**config.mk**
```make
export PLATFORM = sky130hd
export DESIGN_NAME = lsd_buffer_reader_flat
export DESIGN_NICKNAME = d
export VERILOG_FILES = /design/src/rtl/lsd_buffer_reader_if.sv /design/src/rtl/lsd_buffer_reader.sv /design/src/flat_wrapper.sv
export SDC_FILE = /design/constraint.sdc
export NUM_CORES = 1
export LEC_CHECK = 0
export BUFFER_PORTS_ARGS = -buffer_cell sky130_fd_sc_hd__buf_2
export CAP_MARGIN = 20
export CORE_MARGIN = 2
export CORE_UTILIZATION = 50
export DETAILED_ROUTE_END_ITERATION = 6
export PLACE_DENSITY = 0.77
export SLEW_MARGIN = 20
export SYNTH_ARGS = -nofsm -noshare
export SYNTH_HDL_FRONTEND = slang
export SYNTH_SLANG_ARGS = --single-unit
```
**constraint.sdc**
```tcl
create_clock -name clk -period 5.1 [get_ports clk]
set_clock_uncertainty 0.1 [all_clocks]
set_input_delay 1.02 -clock clk [delete_from_list [all_inputs] [get_ports clk]]
set_output_delay 1.02 -clock clk [all_outputs]
set_load 0.03 [all_outputs]
```
**src/rtl/lsd_buffer_reader_if.sv**
```systemverilog
// Segment beat stream from the LSD buffer reader to the PS-side consumer.
//
// Signals:
//   m_valid            beat valid (source)
//   m_ready            consumer accepts beat (sink)
//   m_start_v, m_end_v segment vertical extent
//   m_start_h, m_end_h segment horizontal extent
//   m_index            segment index within the frame
//   m_last             final beat of the frame
//
// Modports: master (reader side), slave (consumer side).
interface lsd_buffer_reader_if #(
    parameter int unsigned VW = 10,
    parameter int unsigned HW = 10,
    parameter int unsigned AW = 12
);
    logic          m_valid;
    logic          m_ready;
    logic [VW-1:0] m_start_v;
    logic [VW-1:0] m_end_v;
    logic [HW-1:0] m_start_h;
    logic [HW-1:0] m_end_h;
    logic [AW-1:0] m_index;
    logic          m_last;

    modport master (
        output m_valid, m_start_v, m_end_v, m_start_h, m_end_h, m_index, m_last,
        input  m_ready
    );

    modport slave (
        input  m_valid, m_start_v, m_end_v, m_start_h, m_end_h, m_index, m_last,
        output m_ready
    );
endinterface

```
**src/rtl/lsd_buffer_reader.sv**
```systemverilog
// Readout sequencer for the write-protected LSD segment buffer.
//
// Waits for a completed frame, write-protects the buffer, walks read addresses
// 0..N-1 absorbing the buffer read latency, and emits each segment as a
// valid/ready beat. Write-protect is released when the walk ends or is aborted.
//
// Ports:
//   clk, rst            pixel clock, synchronous active-high reset
//   start, abort        one-cycle readout request / early termination
//   buf_ready           buffer holds a completed frame
//   buf_line_num        number of valid segments in the buffer
//   buf_start_v..end_h  buffer read data (RD_LATENCY cycles after buf_addr)
//   buf_addr            buffer read address
//   buf_write_protect   freezes buffer contents while reading
//   m                   segment beat stream (lsd_buffer_reader_if.master)
//   busy                readout in progress
//   done                one-cycle pulse at readout end
//   done_count          beats transferred in the last readout
//
// Optional build macro: LSD_BUFFER_READER_AUTO_EN -- a rising edge of buf_ready
// queues a readout automatically, so every new frame is read out without start.
module lsd_buffer_reader #(
    parameter int unsigned V_FRAME    = 525,
    parameter int unsigned H_FRAME    = 800,
    parameter int unsigned RAM_SIZE   = 4096,
    parameter int unsigned RD_LATENCY = 1,
    localparam int unsigned VW = $clog2(V_FRAME),
    localparam int unsigned HW = $clog2(H_FRAME),
    localparam int unsigned AW = $clog2(RAM_SIZE)
) (
    input  logic          clk,
    input  logic          rst,
    input  logic          start,
    input  logic          abort,
    input  logic          buf_ready,
    input  logic [AW-1:0] buf_line_num,
    input  logic [VW-1:0] buf_start_v,
    input  logic [VW-1:0] buf_end_v,
    input  logic [HW-1:0] buf_start_h,
    input  logic [HW-1:0] buf_end_h,
    output logic [AW-1:0] buf_addr,
    output logic          buf_write_protect,
    lsd_buffer_reader_if.master m,
    output logic          busy,
    output logic          done,
    output logic [AW-1:0] done_count
);

    typedef enum logic [2:0] {
        StIdle,
        StLock,
        StWait,
        StHold,
        StRelease
    } state_t;

    state_t        state_q, state_d;
    logic          pending_q, pending_d;
    logic          lock_wait_q, lock_wait_d;
    logic [2:0]    lat_cnt_q, lat_cnt_d;
    logic [AW-1:0] n_q, n_d;
    logic [AW-1:0] addr_q, addr_d;
    logic [AW-1:0] beat_q, beat_d;
    logic          wp_q, wp_d;
    logic          valid_q, valid_d;
    logic [VW-1:0] start_v_q, start_v_d, end_v_q, end_v_d;
    logic [HW-1:0] start_h_q, start_h_d, end_h_q, end_h_d;
    logic [AW-1:0] index_q, index_d;
    logic          last_q, last_d;
    logic          done_q, done_d;
    logic [AW-1:0] done_count_q, done_count_d;

    logic req;
    logic handshake;

`ifdef LSD_BUFFER_READER_AUTO_EN
    logic buf_ready_q;

    always_ff @(posedge clk) begin
        if (rst) begin
            buf_ready_q <= 1'b0;
        end else begin
            buf_ready_q <= buf_ready;
        end
    end

    // A new frame arriving acts like a start request.
    assign req = start | (buf_ready & ~buf_ready_q);
`else
    assign req = start;
`endif

    assign handshake = valid_q & m.m_ready;

    always_comb begin
        state_d      = state_q;
        pending_d    = pending_q;
        lock_wait_d  = lock_wait_q;
        lat_cnt_d    = lat_cnt_q;
        n_d          = n_q;
        addr_d       = addr_q;
        beat_d       = beat_q;
        wp_d         = wp_q;
        valid_d      = valid_q;
        start_v_d    = start_v_q;
        end_v_d      = end_v_q;
        start_h_d    = start_h_q;
        end_h_d      = end_h_q;
        index_d      = index_q;
        last_d       = last_q;
        done_d       = 1'b0;
        done_count_d = done_count_q;

        // Requests that cannot be served immediately are queued (one deep).
        if (req && !(state_q == StIdle && buf_ready)) begin
            pending_d = 1'b1;
        end

        unique case (state_q)
            StIdle: begin
                if (abort) begin
                    pending_d = 1'b0;
                end
                if ((req || (pending_q && !abort)) && buf_ready) begin
                    state_d     = StLock;
                    pending_d   = 1'b0;
                    wp_d        = 1'b1;
                    lock_wait_d = 1'b1;
                    beat_d      = '0;
                end
            end
            StLock: begin
                if (abort) begin
                    state_d = StRelease;
                end else if (lock_wait_q) begin
                    // Give the freeze one cycle to settle before sampling the count.
                    lock_wait_d = 1'b0;
                end else begin
                    n_d = buf_line_num;
                    if (buf_line_num == '0) begin
                        state_d = StRelease;
                    end else begin
                        addr_d    = '0;
                        lat_cnt_d = '0;
                        state_d   = StWait;
                    end
                end
            end
            StWait: begin
                if (abort) begin
                    state_d = StRelease;
                end else if (lat_cnt_q == 3'(RD_LATENCY)) begin
                    start_v_d = buf_start_v;
                    end_v_d   = buf_end_v;
                    start_h_d = buf_start_h;
                    end_h_d   = buf_end_h;
                    index_d   = addr_q;
                    last_d    = (addr_q == n_q - AW'(1));
                    valid_d   = 1'b1;
                    state_d   = StHold;
                end else begin
                    lat_cnt_d = lat_cnt_q + 3'd1;
                end
            end
            StHold: begin
                if (handshake) begin
                    beat_d = beat_q + AW'(1);
                end
                if (abort || (handshake && last_q)) begin
                    state_d = StRelease;
                end else if (handshake) begin
                    valid_d   = 1'b0;
                    addr_d    = addr_q + AW'(1);
                    lat_cnt_d = '0;
                    state_d   = StWait;
                end
            end
            StRelease: begin
                state_d = StIdle;
            end
            default: begin
                state_d = StIdle;
            end
        endcase

        // Entry into release: drop protect and valid, publish the count with done.
        if (state_d == StRelease && state_q != StRelease) begin
            wp_d         = 1'b0;
            valid_d      = 1'b0;
            done_d       = 1'b1;
            done_count_d = beat_d;
        end
    end

    always_ff @(posedge clk) begin
        if (rst) begin
            state_q      <= StIdle;
            pending_q    <= 1'b0;
            lock_wait_q  <= 1'b0;
            lat_cnt_q    <= '0;
            n_q          <= '0;
            addr_q       <= '0;
            beat_q       <= '0;
            wp_q         <= 1'b0;
            valid_q      <= 1'b0;
            start_v_q    <= '0;
            end_v_q      <= '0;
            start_h_q    <= '0;
            end_h_q      <= '0;
            index_q      <= '0;
            last_q       <= 1'b0;
            done_q       <= 1'b0;
            done_count_q <= '0;
        end else begin
            state_q      <= state_d;
            pending_q    <= pending_d;
            lock_wait_q  <= lock_wait_d;
            lat_cnt_q    <= lat_cnt_d;
            n_q          <= n_d;
            addr_q       <= addr_d;
            beat_q       <= beat_d;
            wp_q         <= wp_d;
            valid_q      <= valid_d;
            start_v_q    <= start_v_d;
            end_v_q      <= end_v_d;
            start_h_q    <= start_h_d;
            end_h_q      <= end_h_d;
            index_q      <= index_d;
            last_q       <= last_d;
            done_q       <= done_d;
            done_count_q <= done_count_d;
        end
    end

    assign buf_addr          = addr_q;
    assign buf_write_protect = wp_q;
    assign busy              = (state_q != StIdle);
    assign done              = done_q;
    assign done_count        = done_count_q;

    assign m.m_valid   = valid_q;
    assign m.m_start_v = start_v_q;
    assign m.m_end_v   = end_v_q;
    assign m.m_start_h = start_h_q;
    assign m.m_end_h   = end_h_q;
    assign m.m_index   = index_q;
    assign m.m_last    = last_q;

endmodule

```
**src/flat_wrapper.sv**
```systemverilog
// flat-port wrapper written by rule: the top's interface ports become plain ports
module lsd_buffer_reader_flat 
#(
    parameter int unsigned V_FRAME    = 525,
    parameter int unsigned H_FRAME    = 800,
    parameter int unsigned RAM_SIZE   = 4096,
    parameter int unsigned RD_LATENCY = 1,
    localparam int unsigned VW = $clog2(V_FRAME),
    localparam int unsigned HW = $clog2(H_FRAME),
    localparam int unsigned AW = $clog2(RAM_SIZE)
)
  (clk, rst, start, abort, buf_ready, buf_line_num, buf_start_v, buf_end_v, buf_start_h, buf_end_h, buf_addr, buf_write_protect, busy, done, done_count, m_m_valid, m_m_start_v, m_m_end_v, m_m_start_h, m_m_end_h, m_m_index, m_m_last, m_m_ready);
  lsd_buffer_reader_if #(.VW((10)), .HW((10)), .AW((12))) m_i ();
  input  logic clk;
  input  logic rst;
  input  logic start;
  input  logic abort;
  input  logic buf_ready;
  input  logic [AW-1:0] buf_line_num;
  input  logic [VW-1:0] buf_start_v;
  input  logic [VW-1:0] buf_end_v;
  input  logic [HW-1:0] buf_start_h;
  input  logic [HW-1:0] buf_end_h;
  output logic [AW-1:0] buf_addr;
  output logic buf_write_protect;
  output logic busy;
  output logic done;
  output logic [AW-1:0] done_count;
  output wire logic [$bits(m_i.m_valid)-1:0] m_m_valid;
  output wire logic [$bits(m_i.m_start_v)-1:0] m_m_start_v;
  output wire logic [$bits(m_i.m_end_v)-1:0] m_m_end_v;
  output wire logic [$bits(m_i.m_start_h)-1:0] m_m_start_h;
  output wire logic [$bits(m_i.m_end_h)-1:0] m_m_end_h;
  output wire logic [$bits(m_i.m_index)-1:0] m_m_index;
  output wire logic [$bits(m_i.m_last)-1:0] m_m_last;
  input wire logic [$bits(m_i.m_ready)-1:0] m_m_ready;
  assign m_m_valid = m_i.m_valid;
  assign m_m_start_v = m_i.m_start_v;
  assign m_m_end_v = m_i.m_end_v;
  assign m_m_start_h = m_i.m_start_h;
  assign m_m_end_h = m_i.m_end_h;
  assign m_m_index = m_i.m_index;
  assign m_m_last = m_i.m_last;
  assign m_i.m_ready = m_m_ready;
  lsd_buffer_reader #(.V_FRAME(V_FRAME), .H_FRAME(H_FRAME), .RAM_SIZE(RAM_SIZE), .RD_LATENCY(RD_LATENCY)) u_core (.clk(clk), .rst(rst), .start(start), .abort(abort), .buf_ready(buf_ready), .buf_line_num(buf_line_num), .buf_start_v(buf_start_v), .buf_end_v(buf_end_v), .buf_start_h(buf_start_h), .buf_end_h(buf_end_h), .buf_addr(buf_addr), .buf_write_protect(buf_write_protect), .m(m_i), .busy(busy), .done(done), .done_count(done_count));
endmodule
```
==> run metrics <==
status=completed; CTS Hold Bufs=0; area leader, netlist=dfxtp_1; Row Count=36; layout cells sized above 1=24.3%; routed vias/inst=5.33; crit-path cells=buf_2 -> or3b_4 -> or3_2 -> nor3_1 -> and4_1 -> nand4_1 -> nand2_1; dpl hpwl=8410 µm; total iterations of the first detailed-routing run=4; syn nets=659; net switching power=363 µW; largest fanout on the critical path=between 50 and 60; clock-pin slew on the worst setup and hold paths=100 ps; register share of total power=55.3%; Arr. time, crit path=3140 ps; DRC viols=0; vias in the first global route=about 4,000; die height=approximately 100 µm; Syn Area/Cell=8.16 µm²; largest net degree at the start of global routing=55; Setup CP Type=in2reg; number of register bits inferred by synthesis=approximately 110; PortBufs=138; startpoint types=input port; clock buffer depth=2; Netlist cell types=53; WL per Instance=13.9 µm; Ys Warns=0; most frequent cells in the layout=buf_2, nand2_1, dfxtp_1; Iter 0 DRT Violations=206; synthesized area=4870 µm²; final WL=11,800 µm; sequential area share after synthesis=46.1%; placed cells=approximately 830; Sw Share=around 22%; first-pass GRT wire length=~19,000 µm; Min-Delay Path Class=reg2reg; crit path buf inv count=1; Placeable Area=9590 µm²; ant diodes=0; Num CTS Buffers=9; Routed Antenna Nets=0; Starting Density=50.7%; slew margin rel.=a little under a third; Mapped Cells=596; Non-Filler Instances=849; via count=about 4,500; num ports=139; Final Hold Fails=0; required time of the critical path=5310 ps; maximum VDD drop=0.000164 V; post_cts resized=0; CTS tree=done; root buffer cell=clkbuf_8; Final min period=around 2900 ps; GP Congestion=0.862; synth top area cells=dfxtp_1, nand2_1, a21oi_1; post-synth top area share=46.1%; final setup fails=0; standby leakage power=2.41 nW; GR Overflow Total=0; max-cap violation count=0; die area=10,500 µm²; CP max stage cell=or3_2; Tot GR Track Use=between 20% and 30%; crit-path max cell delay=a little under 900 ps; H-tree Lvls=3; ys async rst share=0%; commonest non-fill, non-tap cell in the layout=buf_2; Fill cells=859; fin crit share=57.5%; Comb pwr share=roughly 6.9%; Primary FF master, synth=dfxtp_1; Int Power=around 1.3 mW; Final nets=roughly 780; EDFF count, synth=0; CTS Sinks=112; Post-CTS Setup Inserts=0; Clock Latency Late Sink=360 ps; initial antenna violation count=0; RSZ-0062 raised after global routing=false; Layout Area Growth over Synthesis=19.7%; clock share of power=37.9%; Die Span X=103 µm; Slew @ Worst Pin=1040 ps; Crit. End Element=flop; pwr/cell area=277 nW/µm²; Largest delay share family, worst path=simple AND/OR/NAND/NOR gates; fmax=341 MHz; Final Max Slew Viols=0; final setup TNS=0 ps
## cell families after synthesis
logic type / count (synthesis) / share of synthesized area, %
xor+xnor: 26 / 4.68
mux: 15 / 3.11
compound gates: 120 / 15.2
flops: 112 / 46.1
buf+inv: 46 / 4.11
fa+ha+maj: 5 / 1.29
simple gates: 272 / 25.5
## state kept, by name (all words and copies together) (netlist names), 3 cells and up
register and flops:
u_core.state_q 3, u_core.buf_addr 12, u_core.m.m_end_h 10, u_core.beat_q 12
u_core.done_count 12, u_core.n_q 12, u_core.m.m_index 12, u_core.m.m_start_h 10
u_core.m.m_end_v 10, u_core.lat_cnt_q 3, u_core.m.m_start_v 10
## cell type report
type	instances	area [µm²]	area share (%)
flip-flops and latches	112	2240	38.5
well taps	133	166	2.86
clock inverters	5	104	1.78
multi-input cells	438	2430	41.7
inverters	9	33.8	0.580
clock buffers	10	128	2.19
repair buffers	142	721	12.4
## cell usage after synthesis (4+ instances only)
cell type and instances:
nand2_1 134, xor2_1 7, dfxtp_1 112, nor4_1 7, and2_1 5, nand3_1 9, clkbuf_1 27, nor3_1 13
buf_2 7, ha_1 5, mux2i_1 14, o21ai_0 14, nand3b_1 6, inv_1 8, and4_1 4, nor2_1 62
a31oi_1 5, nand2b_1 6, a211oi_1 5, xnor2_1 19, a21oi_1 67, or3_1 4, and3_1 6, a211oi_2 4
## metal layers
metal  vias to the layer above  global-route usage (%)  share of wire, %
met5                         -                       0                 0
met4                         0                    5.13               1.0
met3                        10                    7.05               5.5
met2                       130                    39.5                51
met1                      2113                    26.3                43
li1                       2268                       -                 -
## final timing paths
| kind | slack [ps] | end | cells after the start | from |
|---|---|---|---|---|
| setup / recovery | 2170 | u_core.m.m_last | 7 | abort |
| hold / removal | 360 | u_core.m.m_index[3] | 2 | u_core.m.m_index[3] |
| setup reg to reg | 2370 | u_core.m.m_last | 6 | u_core.state_q[1] |
| hold reg to reg | 360 | u_core.m.m_index[3] | 2 | u_core.m.m_index[3] |
## tightest hold or removal path, stage by stage, from the launching register on
cell     delay [ps]
dfxtp_1         320
nand2_1          50
a21oi_1          50
## through the flow
stage | hold WS, ps | cell area, µm² | power, mW | worst slack [ps] | utilization [%]
final | 357 | 5830 | 1.61 | 2170 | 60.7
after floorplan | 353 | 4870 | 0.982 | 2430 | -
after global placement | 339 | 5590 | 1.02 | 1800 | 58.3
after global routing | 369 | 5830 | 1.68 | 2010 | 60.7
after detailed placement | 343 | 5590 | 1.02 | 1770 | 58.3
after CTS | 357 | 5830 | 1.63 | 2170 | 60.7
## power by group through the flow
stage	Sequential [mW]	Combinational [mW]	Clock, mW
2_1_floorplan	0.917	0.0643	0
4_1_cts	0.892	0.111	0.625
6_report	0.892	0.111	0.612
5_1_grt	0.895	0.122	0.661
3_3_place_gp	0.913	0.107	0
3_5_place_dp	0.913	0.111	0
Note: power is estimated with default switching activity, not from simulation.
